$ cat config.mk
export PLATFORM = sky130hd
export DESIGN_NAME = mem_arbiter_flat
export DESIGN_NICKNAME = d
export VERILOG_FILES = /design/src/rtl/mem_arbiter_if.sv /design/src/rtl/mem_arbiter.sv /design/src/flat_wrapper.sv
export SDC_FILE = /design/constraint.sdc
export NUM_CORES = 1
export LEC_CHECK = 0
export BUFFER_PORTS_ARGS = -buffer_cell sky130_fd_sc_hd__clkbuf_2
export CAP_MARGIN = 20
export CORE_MARGIN = 2
export CORE_UTILIZATION = 30
export DETAILED_ROUTE_END_ITERATION = 6
export PLACE_DENSITY = 0.66
export SLEW_MARGIN = 20
export SYNTH_ARGS = -nofsm -noshare
export SYNTH_HDL_FRONTEND = slang
export SYNTH_SLANG_ARGS = --single-unit
$ cat constraint.sdc
create_clock -name clk -period 3.05 [get_ports clk]
set_input_delay 0.61 -clock clk [delete_from_list [all_inputs] [get_ports clk]]
set_output_delay 0.61 -clock clk [all_outputs]
set_load 0.02 [all_outputs]
$ cat src/rtl/mem_arbiter_if.sv
// mem_arbiter_if: pipeline request/response and memory bus signals of the unified-memory arbiter
interface mem_arbiter_if;
    logic        ireq;
    logic [31:0] iaddr;
    logic        drd;
    logic        dwe;
    logic [31:0] daddr;
    logic [31:0] dwdata;
    logic        mem_req;
    logic        mem_we;
    logic [31:0] mem_addr;
    logic [31:0] mem_wdata;
    logic [31:0] mem_rdata;
    logic        mem_ready;
    logic [31:0] instr;
    logic        irdy;
    logic [31:0] drdata;
    logic        drdy;
    logic        stallI;
    logic        stallM;
    logic        err;
    modport master (
        output ireq, iaddr, drd, dwe, daddr, dwdata, mem_rdata, mem_ready,
        input  mem_req, mem_we, mem_addr, mem_wdata, instr, irdy, drdata, drdy, stallI, stallM, err
    );
    modport slave (
        input  ireq, iaddr, drd, dwe, daddr, dwdata, mem_rdata, mem_ready,
        output mem_req, mem_we, mem_addr, mem_wdata, instr, irdy, drdata, drdy, stallI, stallM, err
    );
endinterface

$ cat src/rtl/mem_arbiter.sv
// mem_arbiter: shares one memory port between fetch and data sides, D first, with a watchdog
module mem_arbiter #(
    parameter int TIMEOUT = 255
) (
    input logic         clk,
    input logic         reset,
    mem_arbiter_if.slave bus
);
    typedef enum logic [1:0] {IDLE, IBUSY, DBUSY, RESP} state_t;
    localparam logic [7:0] LAST = 8'(TIMEOUT - 1);

    state_t      state, stateNext;
    logic [7:0]  wdog;
    logic [31:0] memAddr, memWdata, instrReg, drdataReg;
    logic        memWe, irdyReg, drdyReg, errReg;
    logic        dreq, busy, expired, done;

    assign dreq    = bus.drd | bus.dwe;
    assign busy    = (state == IBUSY) || (state == DBUSY);
    assign expired = !bus.mem_ready && (wdog == LAST);
    assign done    = bus.mem_ready || expired;

    // state register
    always_ff @(posedge clk or negedge reset)
        if (!reset) state <= IDLE;
        else        state <= stateNext;

    // next state: D has priority in IDLE, RESP always returns to IDLE without granting
    always_comb begin
        stateNext = state;
        case (state)
            IDLE:    stateNext = dreq ? DBUSY : bus.ireq ? IBUSY : IDLE;
            IBUSY,
            DBUSY:   stateNext = done ? RESP : state;
            default: stateNext = IDLE;
        endcase
    end

    // grant latching, watchdog, data capture and one-cycle done pulses
    always_ff @(posedge clk or negedge reset) begin
        if (!reset) begin
            wdog      <= '0;
            memAddr   <= '0;
            memWdata  <= '0;
            memWe     <= 1'b0;
            instrReg  <= '0;
            drdataReg <= '0;
            irdyReg   <= 1'b0;
            drdyReg   <= 1'b0;
            errReg    <= 1'b0;
        end else begin
            irdyReg <= 1'b0;
            drdyReg <= 1'b0;
            if (state == IDLE) begin
                wdog <= '0;
                if (dreq) begin
                    memAddr  <= bus.daddr;
                    memWdata <= bus.dwdata;
                    memWe    <= bus.dwe;
                end else if (bus.ireq) begin
                    memAddr <= bus.iaddr;
                    memWe   <= 1'b0;
                end
            end else if (busy) begin
                if (done) begin
                    errReg <= errReg | expired;
                    if (state == IBUSY) begin
                        instrReg <= bus.mem_ready ? bus.mem_rdata : '0;
                        irdyReg  <= 1'b1;
                    end else begin
                        drdataReg <= bus.mem_ready ? bus.mem_rdata : '0;
                        drdyReg   <= 1'b1;
                    end
                end else begin
                    wdog <= wdog + 8'd1;
                end
            end
        end
    end

    assign bus.mem_req   = busy;
    assign bus.mem_we    = memWe;
    assign bus.mem_addr  = memAddr;
    assign bus.mem_wdata = memWdata;
    assign bus.instr     = instrReg;
    assign bus.drdata    = drdataReg;
    assign bus.irdy      = irdyReg;
    assign bus.drdy      = drdyReg;
    assign bus.err       = errReg;
    assign bus.stallI    = bus.ireq & ~irdyReg;
    assign bus.stallM    = dreq & ~drdyReg;
endmodule

$ cat src/flat_wrapper.sv
// flat-port wrapper written by rule: the top's interface ports become plain ports
module mem_arbiter_flat 
#(
    parameter int TIMEOUT = 255
)
  (clk, reset, bus_ireq, bus_iaddr, bus_drd, bus_dwe, bus_daddr, bus_dwdata, bus_mem_rdata, bus_mem_ready, bus_mem_req, bus_mem_we, bus_mem_addr, bus_mem_wdata, bus_instr, bus_irdy, bus_drdata, bus_drdy, bus_stallI, bus_stallM, bus_err);
  mem_arbiter_if bus_i ();
  input logic clk;
  input logic reset;
  input wire logic [$bits(bus_i.ireq)-1:0] bus_ireq;
  input wire logic [$bits(bus_i.iaddr)-1:0] bus_iaddr;
  input wire logic [$bits(bus_i.drd)-1:0] bus_drd;
  input wire logic [$bits(bus_i.dwe)-1:0] bus_dwe;
  input wire logic [$bits(bus_i.daddr)-1:0] bus_daddr;
  input wire logic [$bits(bus_i.dwdata)-1:0] bus_dwdata;
  input wire logic [$bits(bus_i.mem_rdata)-1:0] bus_mem_rdata;
  input wire logic [$bits(bus_i.mem_ready)-1:0] bus_mem_ready;
  output wire logic [$bits(bus_i.mem_req)-1:0] bus_mem_req;
  output wire logic [$bits(bus_i.mem_we)-1:0] bus_mem_we;
  output wire logic [$bits(bus_i.mem_addr)-1:0] bus_mem_addr;
  output wire logic [$bits(bus_i.mem_wdata)-1:0] bus_mem_wdata;
  output wire logic [$bits(bus_i.instr)-1:0] bus_instr;
  output wire logic [$bits(bus_i.irdy)-1:0] bus_irdy;
  output wire logic [$bits(bus_i.drdata)-1:0] bus_drdata;
  output wire logic [$bits(bus_i.drdy)-1:0] bus_drdy;
  output wire logic [$bits(bus_i.stallI)-1:0] bus_stallI;
  output wire logic [$bits(bus_i.stallM)-1:0] bus_stallM;
  output wire logic [$bits(bus_i.err)-1:0] bus_err;
  assign bus_i.ireq = bus_ireq;
  assign bus_i.iaddr = bus_iaddr;
  assign bus_i.drd = bus_drd;
  assign bus_i.dwe = bus_dwe;
  assign bus_i.daddr = bus_daddr;
  assign bus_i.dwdata = bus_dwdata;
  assign bus_i.mem_rdata = bus_mem_rdata;
  assign bus_i.mem_ready = bus_mem_ready;
  assign bus_mem_req = bus_i.mem_req;
  assign bus_mem_we = bus_i.mem_we;
  assign bus_mem_addr = bus_i.mem_addr;
  assign bus_mem_wdata = bus_i.mem_wdata;
  assign bus_instr = bus_i.instr;
  assign bus_irdy = bus_i.irdy;
  assign bus_drdata = bus_i.drdata;
  assign bus_drdy = bus_i.drdy;
  assign bus_stallI = bus_i.stallI;
  assign bus_stallM = bus_i.stallM;
  assign bus_err = bus_i.err;
  mem_arbiter #(.TIMEOUT(TIMEOUT)) u_core (.clk(clk), .reset(reset), .bus(bus_i));
endmodule
==> flow_summary.ini <==
[outcome]
status = complete, no violations

[drt]
drtAntennaViolNets = 0
drc = 0
drt-total-wl_um = 15000
vias_per_cell = 4.75
wl_per_cell_um = 15.8
detailedRoute.firstIterationViolations = 216
dr_total_vias = 4510
drt_first_pass_iters = 4

[worst_setup_path]
path_cells = inv_1 > ha_1 > clkinv_1 > nand2_1 > or3_1 > buf_4 > a22o_1
worst_path_largest_cell_delay_ps = 390
timing.critical_path.from_type = flop
crit_type = flop to flop
cp.arrival_ps = 2530
crit_path_top_delay_cell = dfrtp_1
crit_fanout = 33
kind_of_cell_with_the_highest_combined_delay_on_the_critical_path = buffers and inverters
cp-end-kind = flop
crit_required_ps = 3400
critical_path.n_buffers_inverters = 3

[timing]
maxSlewViolCount = 0
fin_ws_ps = 865
fmax_mhz = 458
grt_setup_unrepaired = false
timing.slew.headroom_pct = 54.0
finalSetupViolations = 0
hold_viol = 0
final_period_util_pct = 71.6
finalClockSkew_ps = 7.73
final_period_minus_worst_setup_slack_ps = 2180
totalNegativeSetupSlack_ps = 0
transition_time_of_the_tightest_slew_check_pin_ps = 688

[worst_hold_path]
timing.hold.worst.class = primary input to asynchronous set/reset pin

[synthesis]
post_synth_edffs = 0
synth_top_cells_by_area = dfrtp_1 (63%), a22o_1 (9.9%), mux2_2 (6.3%)
synth.largest_area_cell = dfrtp_1
yosys.area.top_type_share_pct = 62.5
mappedNetlistNets = 575
synth-seq-cells = 142
synth.distinct_cells = 35
ys_top_cells_by_count = dfrtp_1 (142), a22o_1 (64), nand2_1 (43)
synth.cell_area_um2 = 5690
synth-main-ff-cell = dfrtp_1
yosysMostFrequentCell = dfrtp_1
synth.yosys.seq_area_share_pct = 62.5
ys_warns = 0
synth_cells = 436
synth_area_per_cell_um2 = 13.0
synth-async-reset-ratio_pct = 100

[global_route]
grt_max_degree = 66
grt_pass1_wl_um = 24300
grt_antenna_before_repair = 0
grt.total_usage_pct = 15.4
via_count_of_the_first_global_routing_pass = 4711
overflow = 0

[layout]
final_area_um2 = 7910
design.final.nets = 843
layout-area-overhead-vs-synth_pct = 39.2
multi_input_area_um2 = 2010
filler_cell_count = 1787
final_cell_count_without_fillers = 950
seqCellArea_um2 = 3550
drive_gt1_share_pct = 48.9
antenna_cells = 0

[placement]
place_hpwl_um = 10700
placed_cells = 919
dpl_cell_area_um2 = 7320
gp_congestion = 0.740
io_buffers = 268
pre_cts_ws_ps = 872

[clocking]
cts_tree = done
cts.repair.resized = 0
cts_made_buffers = 17
cts_hold_buf = 0
clk_path_buf_depth = 2
post_cts_setup_repair_bufs = 0
worstSkewPairLatency_ps = 410
clock_transition_time_at_the_flip_flop_clock_pins_of_the_worst_setup_and_hold_paths_ps = 60
cts_htree_levels = 4
clk_root_buffer_cell = clkbuf_16
clock_sinks = 142

[floorplanning]
ioPinCount = 269
floorplan.die.height_um = 142
start_util_pct = 30.5
core_um2 = 18600
die_width_um = 142
dieArea_um2 = 20100
floorplan.rows = 50

[run]
maxCapViolCount = 0

[power_and_ir_drop]
power_density_nw_per_um2 = 1150
p_leak_nw = 4.01
power.ir.vdd_worst_mv = 0.535
==> flip-flops by register name, indices dropped and copies added (netlist names) <==
register / cells
u_core.bus.drdata: 32
u_core.bus.instr: 32
u_core.bus.mem_addr: 32
u_core.bus.mem_wdata: 32
u_core.wdog: 8
u_core.state: 2
u_core.bus.drdy: 1
u_core.bus.err: 1
u_core.bus.irdy: 1
u_core.bus.mem_we: 1
==> cell families after synthesis <==
group	count (synthesis)	synth area share, %
flops	142	62.5
fa+ha+maj	5	1.10
buf+inv	36	2.86
compound gates	115	15.4
mux	64	12.0
simple gates	74	6.18
==> layer usage <==
| metal | routed length (um) | track usage (%) | vias up |
|---|---|---|---|
| met5 | 0 | 0 | - |
| met3 | 1100 | 5.47 | 19 |
| met1 | 6320 | 18.5 | 2188 |
| met2 | 7340 | 25.9 | 171 |
| met4 | 268 | 5.16 | 0 |
| li1 | - | - | 2132 |
==> per-stage QoR <==
| stage | utilization, % | hold WS (ps) | total power (W) |
|---|---|---|---|
| 2_1_floorplan | - | 314 | 0.00565 |
| 3_3_place_gp | 39.3 | 463 | 0.00698 |
| 3_5_place_dp | 39.3 | 471 | 0.00706 |
| 4_1_cts | 42.4 | 154 | 0.00921 |
| 5_1_grt | 42.4 | 164 | 0.00968 |
| 6_report | 42.4 | 139 | 0.00907 |
==> power breakdown <==
| group | switching, W | internal [W] |
|---|---|---|
| clock | 0.000808 | 0.00129 |
| sequential | 0.000471 | 0.00275 |
| combinational | 0.00230 | 0.00146 |
| total | 0.00358 | 0.00549 |
==> placed cells by master (no fill, tap or decap), types with 2 or more instances in the layout <==
cell type	count
ha_1	5
o211ai_1	2
a21oi_1	2
nand3_1	8
inv_1	5
clkinv_4	5
o311ai_0	4
or3_1	2
bufinv_16	3
nor3b_1	2
clkinv_2	3
buf_4	10
clkbuf_16	17
a311o_1	3
nand2_1	43
mux2i_1	32
or4_1	2
a22o_1	64
mux2_2	32
a221o_1	2
dfrtp_1	142
nor3_1	4
inv_6	2
and3_1	3
or2_2	2
clkbuf_2	267
o21ai_0	33
==> worst paths after layout <==
path / from / cells after the start / slack (ps) / end
setup / recovery: u_core.state[1] / 7 / 870 / u_core.bus.drdata[15]
hold / removal: reset / 1 / 140 / u_core.bus.mem_addr[26]
setup reg to reg: u_core.state[1] / 7 / 870 / u_core.bus.drdata[15]
hold reg to reg: u_core.bus.err / 2 / 480 / u_core.bus.err
max in group asynchronous: reset / 2 / 2220 / u_core.bus.mem_addr[4]
min in group clk: bus_dwdata[0] / 2 / 420 / u_core.bus.mem_wdata[0]
==> layout make-up <==
class / instances / share of cell area, %
flip-flops and latches: 142 / 44.9
multi-input cells: 258 / 25.4
repair buffers: 279 / 18.2
clock buffers: 18 / 5.42
well taps: 234 / 3.70
clock inverters: 13 / 2.10
inverters: 6 / 0.285
No activity file was read; power rests on OpenSTA's default activity.
